===== src/rtl/mux_arbiter2.sv =====
// rtl/mux_arbiter2.sv - two-requester round-robin arbiter driving a 2:1 mux select
module mux_arbiter2 #(
  parameter int MAX_HOLD = 8
) (
  input  logic       clk,
  input  logic       reset_n,
  input  logic [1:0] req,
  output logic [1:0] gnt,
  output logic       sel,
  output logic       busy,
  output logic       preempt
);

  localparam int              HW        = (MAX_HOLD < 2) ? 1 : $clog2(MAX_HOLD + 1);
  localparam logic [HW-1:0]   HCNT_MAX  = HW'(MAX_HOLD);
  localparam logic [HW-1:0]   HCNT_LAST = HW'((MAX_HOLD == 0) ? 0 : MAX_HOLD - 1);
  localparam logic            HOLD_EN   = (MAX_HOLD != 0);

  // State encoding equals the grant vector, so gnt comes straight off flops.
  typedef enum logic [1:0] {
    IDLE = 2'b00,
    OWN0 = 2'b01,
    OWN1 = 2'b10
  } state_t;

  state_t        state, state_nxt;
  logic [HW-1:0] hcnt, hcnt_nxt;
  logic          last;
  logic          sel_q;
  logic          preempt_q, preempt_nxt;
  logic          owner;
  logic          own_req;
  logic          other_req;

  assign owner     = (state == OWN1);
  assign own_req   = req[owner];
  assign other_req = req[~owner];

  // Next-state, preemption decision and hold-counter update.
  always_comb begin
    state_nxt   = state;
    preempt_nxt = 1'b0;
    hcnt_nxt    = '0;
    case (state)
      IDLE: begin
        case (req)
          2'b01:   state_nxt = OWN0;
          2'b10:   state_nxt = OWN1;
          2'b11:   state_nxt = last ? OWN0 : OWN1;
          default: state_nxt = IDLE;
        endcase
      end
      OWN0, OWN1: begin
        if (own_req) begin
          // Owner still wants the resource: only the hold limit can take it away.
          if (HOLD_EN && other_req && (hcnt == HCNT_LAST)) begin
            state_nxt   = owner ? OWN0 : OWN1;
            preempt_nxt = 1'b1;
          end
        end else if (other_req) begin
          state_nxt = owner ? OWN0 : OWN1;
        end else begin
          state_nxt = IDLE;
        end
      end
      default: state_nxt = IDLE;
    endcase

    // Counter only runs while the same owner stays and the other side waits without a break.
    if ((state != IDLE) && (state_nxt == state) && other_req) begin
      hcnt_nxt = (hcnt == HCNT_MAX) ? hcnt : hcnt + 1'b1;
    end
  end

  // State, counter, priority pointer, mux select and preempt pulse registers.
  always_ff @(posedge clk or negedge reset_n) begin
    if (!reset_n) begin
      state     <= IDLE;
      hcnt      <= '0;
      last      <= 1'b1;
      sel_q     <= 1'b0;
      preempt_q <= 1'b0;
    end else begin
      state     <= state_nxt;
      hcnt      <= hcnt_nxt;
      preempt_q <= preempt_nxt;
      if ((state != IDLE) && (state_nxt != state)) begin
        last <= owner;
      end
      if (state_nxt == OWN0) begin
        sel_q <= 1'b0;
      end else if (state_nxt == OWN1) begin
        sel_q <= 1'b1;
      end
    end
  end

  // Outputs are pure register decodes; no combinational path from req.
  always_comb begin
    gnt     = state;
    busy    = (state != IDLE);
    sel     = sel_q;
    preempt = preempt_q;
  end

endmodule


===== config.mk =====
export PLATFORM = sky130hd
export DESIGN_NAME = mux_arbiter2
export DESIGN_NICKNAME = d
export VERILOG_FILES = /design/src/rtl/mux_arbiter2.sv
export SDC_FILE = /design/constraint.sdc
export NUM_CORES = 1
export LEC_CHECK = 0
export ABC_AREA = 1
export BUFFER_PORTS_ARGS = -buffer_cell sky130_fd_sc_hd__clkbuf_2
export CAP_MARGIN = 20
export CORE_MARGIN = 2
export CORE_UTILIZATION = 48
export CTS_CLUSTER_DIAMETER = 30
export DETAILED_ROUTE_END_ITERATION = 7
export PLACE_DENSITY = 0.7
export SKIP_CTS_REPAIR_TIMING = 1
export SLEW_MARGIN = 25
export SYNTH_ARGS = -nofsm -noshare
export SYNTH_HDL_FRONTEND = slang
export SYNTH_SLANG_ARGS = --single-unit

===== constraint.sdc =====
create_clock -name clk -period 1.7 [get_ports clk]
set_input_delay 0.34 -clock clk [delete_from_list [all_inputs] [get_ports clk]]
set_output_delay 0.34 -clock clk [all_outputs]
set_load 0.01 [all_outputs]

## Word level (Yosys, flattened, before mapping)

Index checks and enable logic that the tools add are counted.

- Input port bits: 4
- Output and inout port bits: 5
- Word-level logic and storage cells: 47
- Bits in registers: 9

- $add $sub $neg: 1
- Bitwise gates (word level): 1
- $lt $le $gt $ge: 2
- Eq/ne operators: 12
- Reduce and logical (&&, ||, !) cells: 8
- Muxes and demuxes: 18

Operator list:

| kind | number |
|---|---|
| 2-to-1 mux 2 bit | 5 |
| 2-to-1 mux 1 bit | 9 |
| == test 2 bit (second input constant) | 4 |
| 2-to-1 mux 4 bit | 2 |
| == test 2 x 1 -> 1 bit (second input constant) | 3 |
| one-hot mux 2 bit (3 select lines) | 1 |
| adder 4 x 1 -> 4 bit (second input constant) | 1 |
| == test 4 x 3 -> 1 bit (second input constant) | 1 |
| == test 4 bit (second input constant) | 1 |
| logical AND 1 bit | 4 |
| < comparator 1 x 2 -> 1 bit (second input constant) | 2 |
| one-hot mux 2 bit (2 select lines) | 1 |
| nonzero test 2 bit | 2 |
| == test 2 bit | 1 |
| logical NOT 2 bit | 1 |
| != test 2 bit | 1 |
| != test 2 bit (second input constant) | 1 |
| OR reduction 2 bit | 1 |
| inverter 1 bit | 1 |

## Logic depth before layout (Yosys ltp)

- Depth after elaboration: 12
- Mapped depth: 17
- Mapped depth without buffers: 17

## Least setup slack after synthesis

Ideal clock, no wire load.

- Path type: reg2reg
- Start: register state[1] (netlist: gnt[1])
- End: register sel_q (netlist: sel)
- Library setup time: 126 ps
- Arrival: 1,722 ps
- Path buffers: 0
- Required time: 1,574 ps
- Stages on the path, launching flop included: 12
- Period minus slack after synthesis: 1,848 ps
- Slack: -148 ps
- Path through: dfrtp_1 -> bufinv_8 -> ha_1 -> nand2_1 -> nor2_1 -> nand2_1 -> nand2_1 -> nand2_1 -> inv_1 -> ha_1 -> nand2_1 -> o21ai_0

- Cells in the longest elaborated chain, start to end: 9
- Elaborated cells between the ends (all ways): 18
- Classes of those cells: eq/ne: 4; mux: 10; reduce/logical: 4

Ends and longest elaborated chain:

| what | RTL line | RTL |
|---|---|---|
| start, declared | 26 | `state_t state, state_nxt;` |
| start signal, assigned | 84 | `state <= state_nxt;` |
| == test 2 bit | 35, 44 |  |
| 2-to-1 mux 1 bit (implied by the code) (2 in a row) | 37 | `assign other_req = req[~owner];` |
| logical AND 1 bit | 56 | `if (HOLD_EN && other_req && (hcnt == HCNT_LAST)) begin` |
| 2-to-1 mux 2 bit | 56 |  |
| 2-to-1 mux 2 bit | 54 | `if (own_req) begin` |
| one-hot mux 2 bit (2 select lines) * | 44 | `case (state)` |
| via state_nxt[0] | 26 |  |
| == test 2 x 1 -> 1 bit / == test 2 bit (equally long branches) | 90, 92 |  |
| 2-to-1 mux 1 bit / nonzero test 2 bit (equally long branches) | -- |  |
| end signal, assigned | 81 | `sel_q <= 1'b0;` |
| end signal, assigned | 91 | `sel_q <= 1'b0;` |
| end signal, assigned | 93 | `sel_q <= 1'b1;` |
| end, declared | 29 | `logic sel_q;` |

Mark *: on every way through the listed nets, which the timed path passes. The rest lies on a longest branch. The select of a mux whose other input is x is not followed.
A chain may end at the register's enable or synchronous reset.

## Worst setup path in the final report

- Start: register state[1] (netlist: gnt[1])
- End: register sel_q (netlist: sel)

- Cells in the longest elaborated chain, start to end: 9
- Elaborated cells between the ends (all ways): 18
- Classes of those cells: eq/ne: 4; mux: 10; reduce/logical: 4

Ends and longest elaborated chain:

| what | RTL line | RTL |
|---|---|---|
| == test 2 bit * | 35 | `assign owner = (state == OWN1);` |
| via owner | 31 | `logic owner;` |
| 2-to-1 mux 1 bit (implied by the code) (2 in a row) | 37 |  |
| logical AND 1 bit | 56 |  |
| 2-to-1 mux 2 bit | 56 |  |
| 2-to-1 mux 2 bit | 54 |  |
| one-hot mux 2 bit (2 select lines) * | 44 |  |
| == test 2 x 1 -> 1 bit / == test 2 bit (equally long branches) | 90, 92 |  |
| 2-to-1 mux 1 bit / nonzero test 2 bit (equally long branches) | -- |  |

Marks and branches as above.

==> flow_summary.yaml <==
global_route:
  grt_util_met2_pct: 31.6
  grt_use_met3_pct: 8.15
  grt_pass1_wl_mm: 2.07
  overflow: 0
  use_met1_pct: 22.0
  grt_pass1_vias: 536
  antenna_found_initial: 0
  grt_usage_pct: 20.5
  grt_max_degree: 10
  grt_busiest_layer: "met2"
critical_path:
  crit_path_end_kind: "flop"
  crit_path_start_kind: "flop"
  critical_path_peak_fanout: 6
  r2r_start: "gnt[1]"
  worst-endpoint-arrival_ns: 1.92
  worstSetupPathType: "reg -> reg"
  ff2ff_path_depth: 14
  cp.required_ns: 1.87
  cp-startpoint: "gnt[1]"
drt:
  vias: 652
  drt.antenna.violating_nets: 0
  dr.pass1.iters: 4
  routed_wl_mm: 1.59
  wire_per_inst_um: 12.6
  post_drt_via_cell_ratio: 5.17
  drc: 0
  drt-initial-drc-count: 8
timing:
  setup_violations: 5
  final_max_slew_viol_count: 0
  fin_skew_ns: 0.00786
  final.setup.worst_slack_ns: -0.0487
  worst_slew_pin_slew_ns: 0.303
  fmax_ghz: 0.572
  rsz0062_at_grt: "yes"
  fin_crit_sh_pct: 103
  fin_crit_ns: 1.75
  fin_hold_ws_ns: 0.448
  hold_violations: 0
  slew_headroom_pct: 79.8
  setup_tns_ns: -0.122
placed_design:
  place_congestion: 0.740
  dpl.hpwl_mm: 1.07
  io_buffers: 8
run_status:
  status: "complete, but fails checks"
  violations: "setup timing"
worst_hold_path:
  hold_class: "in -> async"
cells_and_area:
  area_delta_synth_final_pct: 38.8
  drive_gt1_share_pct: 46.8
  insertedDiodeCount: 0
  fin_util_pct: 70.3
  nets: 122
  fillCellCount: 110
clocking:
  clk_pin_slew_ns: 0.07
  cts.sink_count: 9
  root_buffer: "clkbuf_4"
  cts_max_level: 1
  cts_tree: "yes"
  clk_path_buf_depth: 2
  insertion_delay_ns: 0.28
  cts_made_buffers: 3
power:
  power_uw: 1710
  power.density_nw_per_um2: 1890
  power_leakage_uw: 0.000482
  peakVddDrop_uv: 1350
floorplanning:
  die-area_um2: 1670
  fp.dieH_um: 40.8
  core_area_um2: 1280
  ioPinCount: 9
  placementRows: 13
  start_util_pct: 50.6
  fp.dieW_um: 40.8
synth:
  synthesis.nets: 95
  yosysWarnings: 0
  avgSynthCellArea_um2: 7.65
  synthesis.area_um2: 651
  seq_area_frac_synth_pct: 34.8
  synth_cell_types: 19
  ys_ff_latch: 9
  syn_inst: 85
job:
  maxCapViolations: 0
-- synth_stat cells --
cell type  instances  area share (%)
nor3_1             1            0.77
bufinv_8           1             2.7
nand4_2            1             1.9
dfrtp_1            8              31
nand2_2            3             2.9
dfstp_2            1             4.0
nand3b_1           1             1.2
inv_2              1            0.58
nor2_4             1             1.7
a21oi_1            3             2.3
nand2_1           22              13
nand2_4            2             3.5
xor2_1             2             2.7
inv_1             12             6.9
or2_2              1            0.96
nor2_1             9             5.2
ha_1               6              12
o21ai_0            3             2.3
nand3_1            7             5.4
-- layout make-up --
| class | instances | area [µm²] | area share (%) |
|---|---|---|---|
| multi-input cells | 62 | 413 | 45.7 |
| repair buffers | 22 | 154 | 17.0 |
| inverters | 14 | 62.6 | 6.93 |
| flip-flops and latches | 9 | 229 | 25.3 |
| clock buffers | 4 | 26.3 | 2.91 |
| well taps | 15 | 18.8 | 2.08 |
-- where the power goes --
part / switching, µW / internal (µW) / total [µW]
combinational: 653 / 540 / 1190
sequential: 57.8 / 286 / 343
clock: 83.8 / 90.9 / 175
-- flip-flops by register name (all words and copies together), names as in the netlist --
name     flops
sel          1
gnt          2
preempt      1
hcnt         4
last         1
-- cells in the final DEF, fill, tap and decap left out, types with 4 or more instances in the layout --
| cell type | netlist | layout |
|---|---|---|
| nor2_1 | 9 | 9 |
| nand3_1 | 7 | 6 |
| nand2_2 | 3 | 10 |
| nand2_1 | 22 | 14 |
| ha_1 | 6 | 4 |
| dfrtp_1 | 8 | 6 |
| inv_1 | 12 | 8 |
| inv_2 | 1 | 4 |
| clkbuf_2 | 0 | 7 |
| buf_4 | 0 | 13 |
-- worst max-delay path, stage by stage, from the launching register on --
cell and delay [ns]:
dfrtp_2 0.46, ha_4 0.21, inv_2 0.06, nand2_2 0.05, nand2_2 0.05, nand2_2 0.06
nand2_1 0.06, nand2_1 0.04, nand2_1 0.05, nand2_1 0.07, nand2_2 0.08, nand2_4 0.08
ha_4 0.26, nand2_2 0.06, o21ai_1 0.05
-- path summary, 6_finish.rpt --
| check | to | slack [ns] |
|---|---|---|
| setup reg to reg | sel | -0.05 |
| setup / recovery | sel | -0.05 |
| hold reg to reg | last | 0.50 |
| hold / removal | hcnt[3] | 0.45 |
| max in group asynchronous | last | 0.98 |
| min in group clk | preempt | 0.45 |
-- metal layers --
metal  routed length (µm)  share of wire [%]
met4                   43                2.7
met3                  104                6.6
met2                  776                 49
met1                  660                 42
met5                    0                  0
-- cell families (layout without fill, tap and decap cells) --
kind of cell	count (synthesis)	after routing	share of synthesized area [%]
and+or+nand+nor	48	48	36.2
DFF	9	9	34.8
buffers and inverters	14	40	10.2
xor gates and xnor gates	2	2	2.69
AOI/OAI and AO/OA	6	6	4.61
adders and majority gates	6	6	11.5
-- stage by stage --
stage / std cells / setup slack, ns / instance area (µm²)
global route: 126 / -0.151 / 903
CTS: 120 / -0.104 / 817
detailed placement: 116 / -0.0981 / 791
global placement: 116 / -0.0680 / 791
floorplan: 85 / 0.00783 / 672
finish: 126 / -0.0487 / 903
Note: power is estimated with default switching activity, not from simulation.
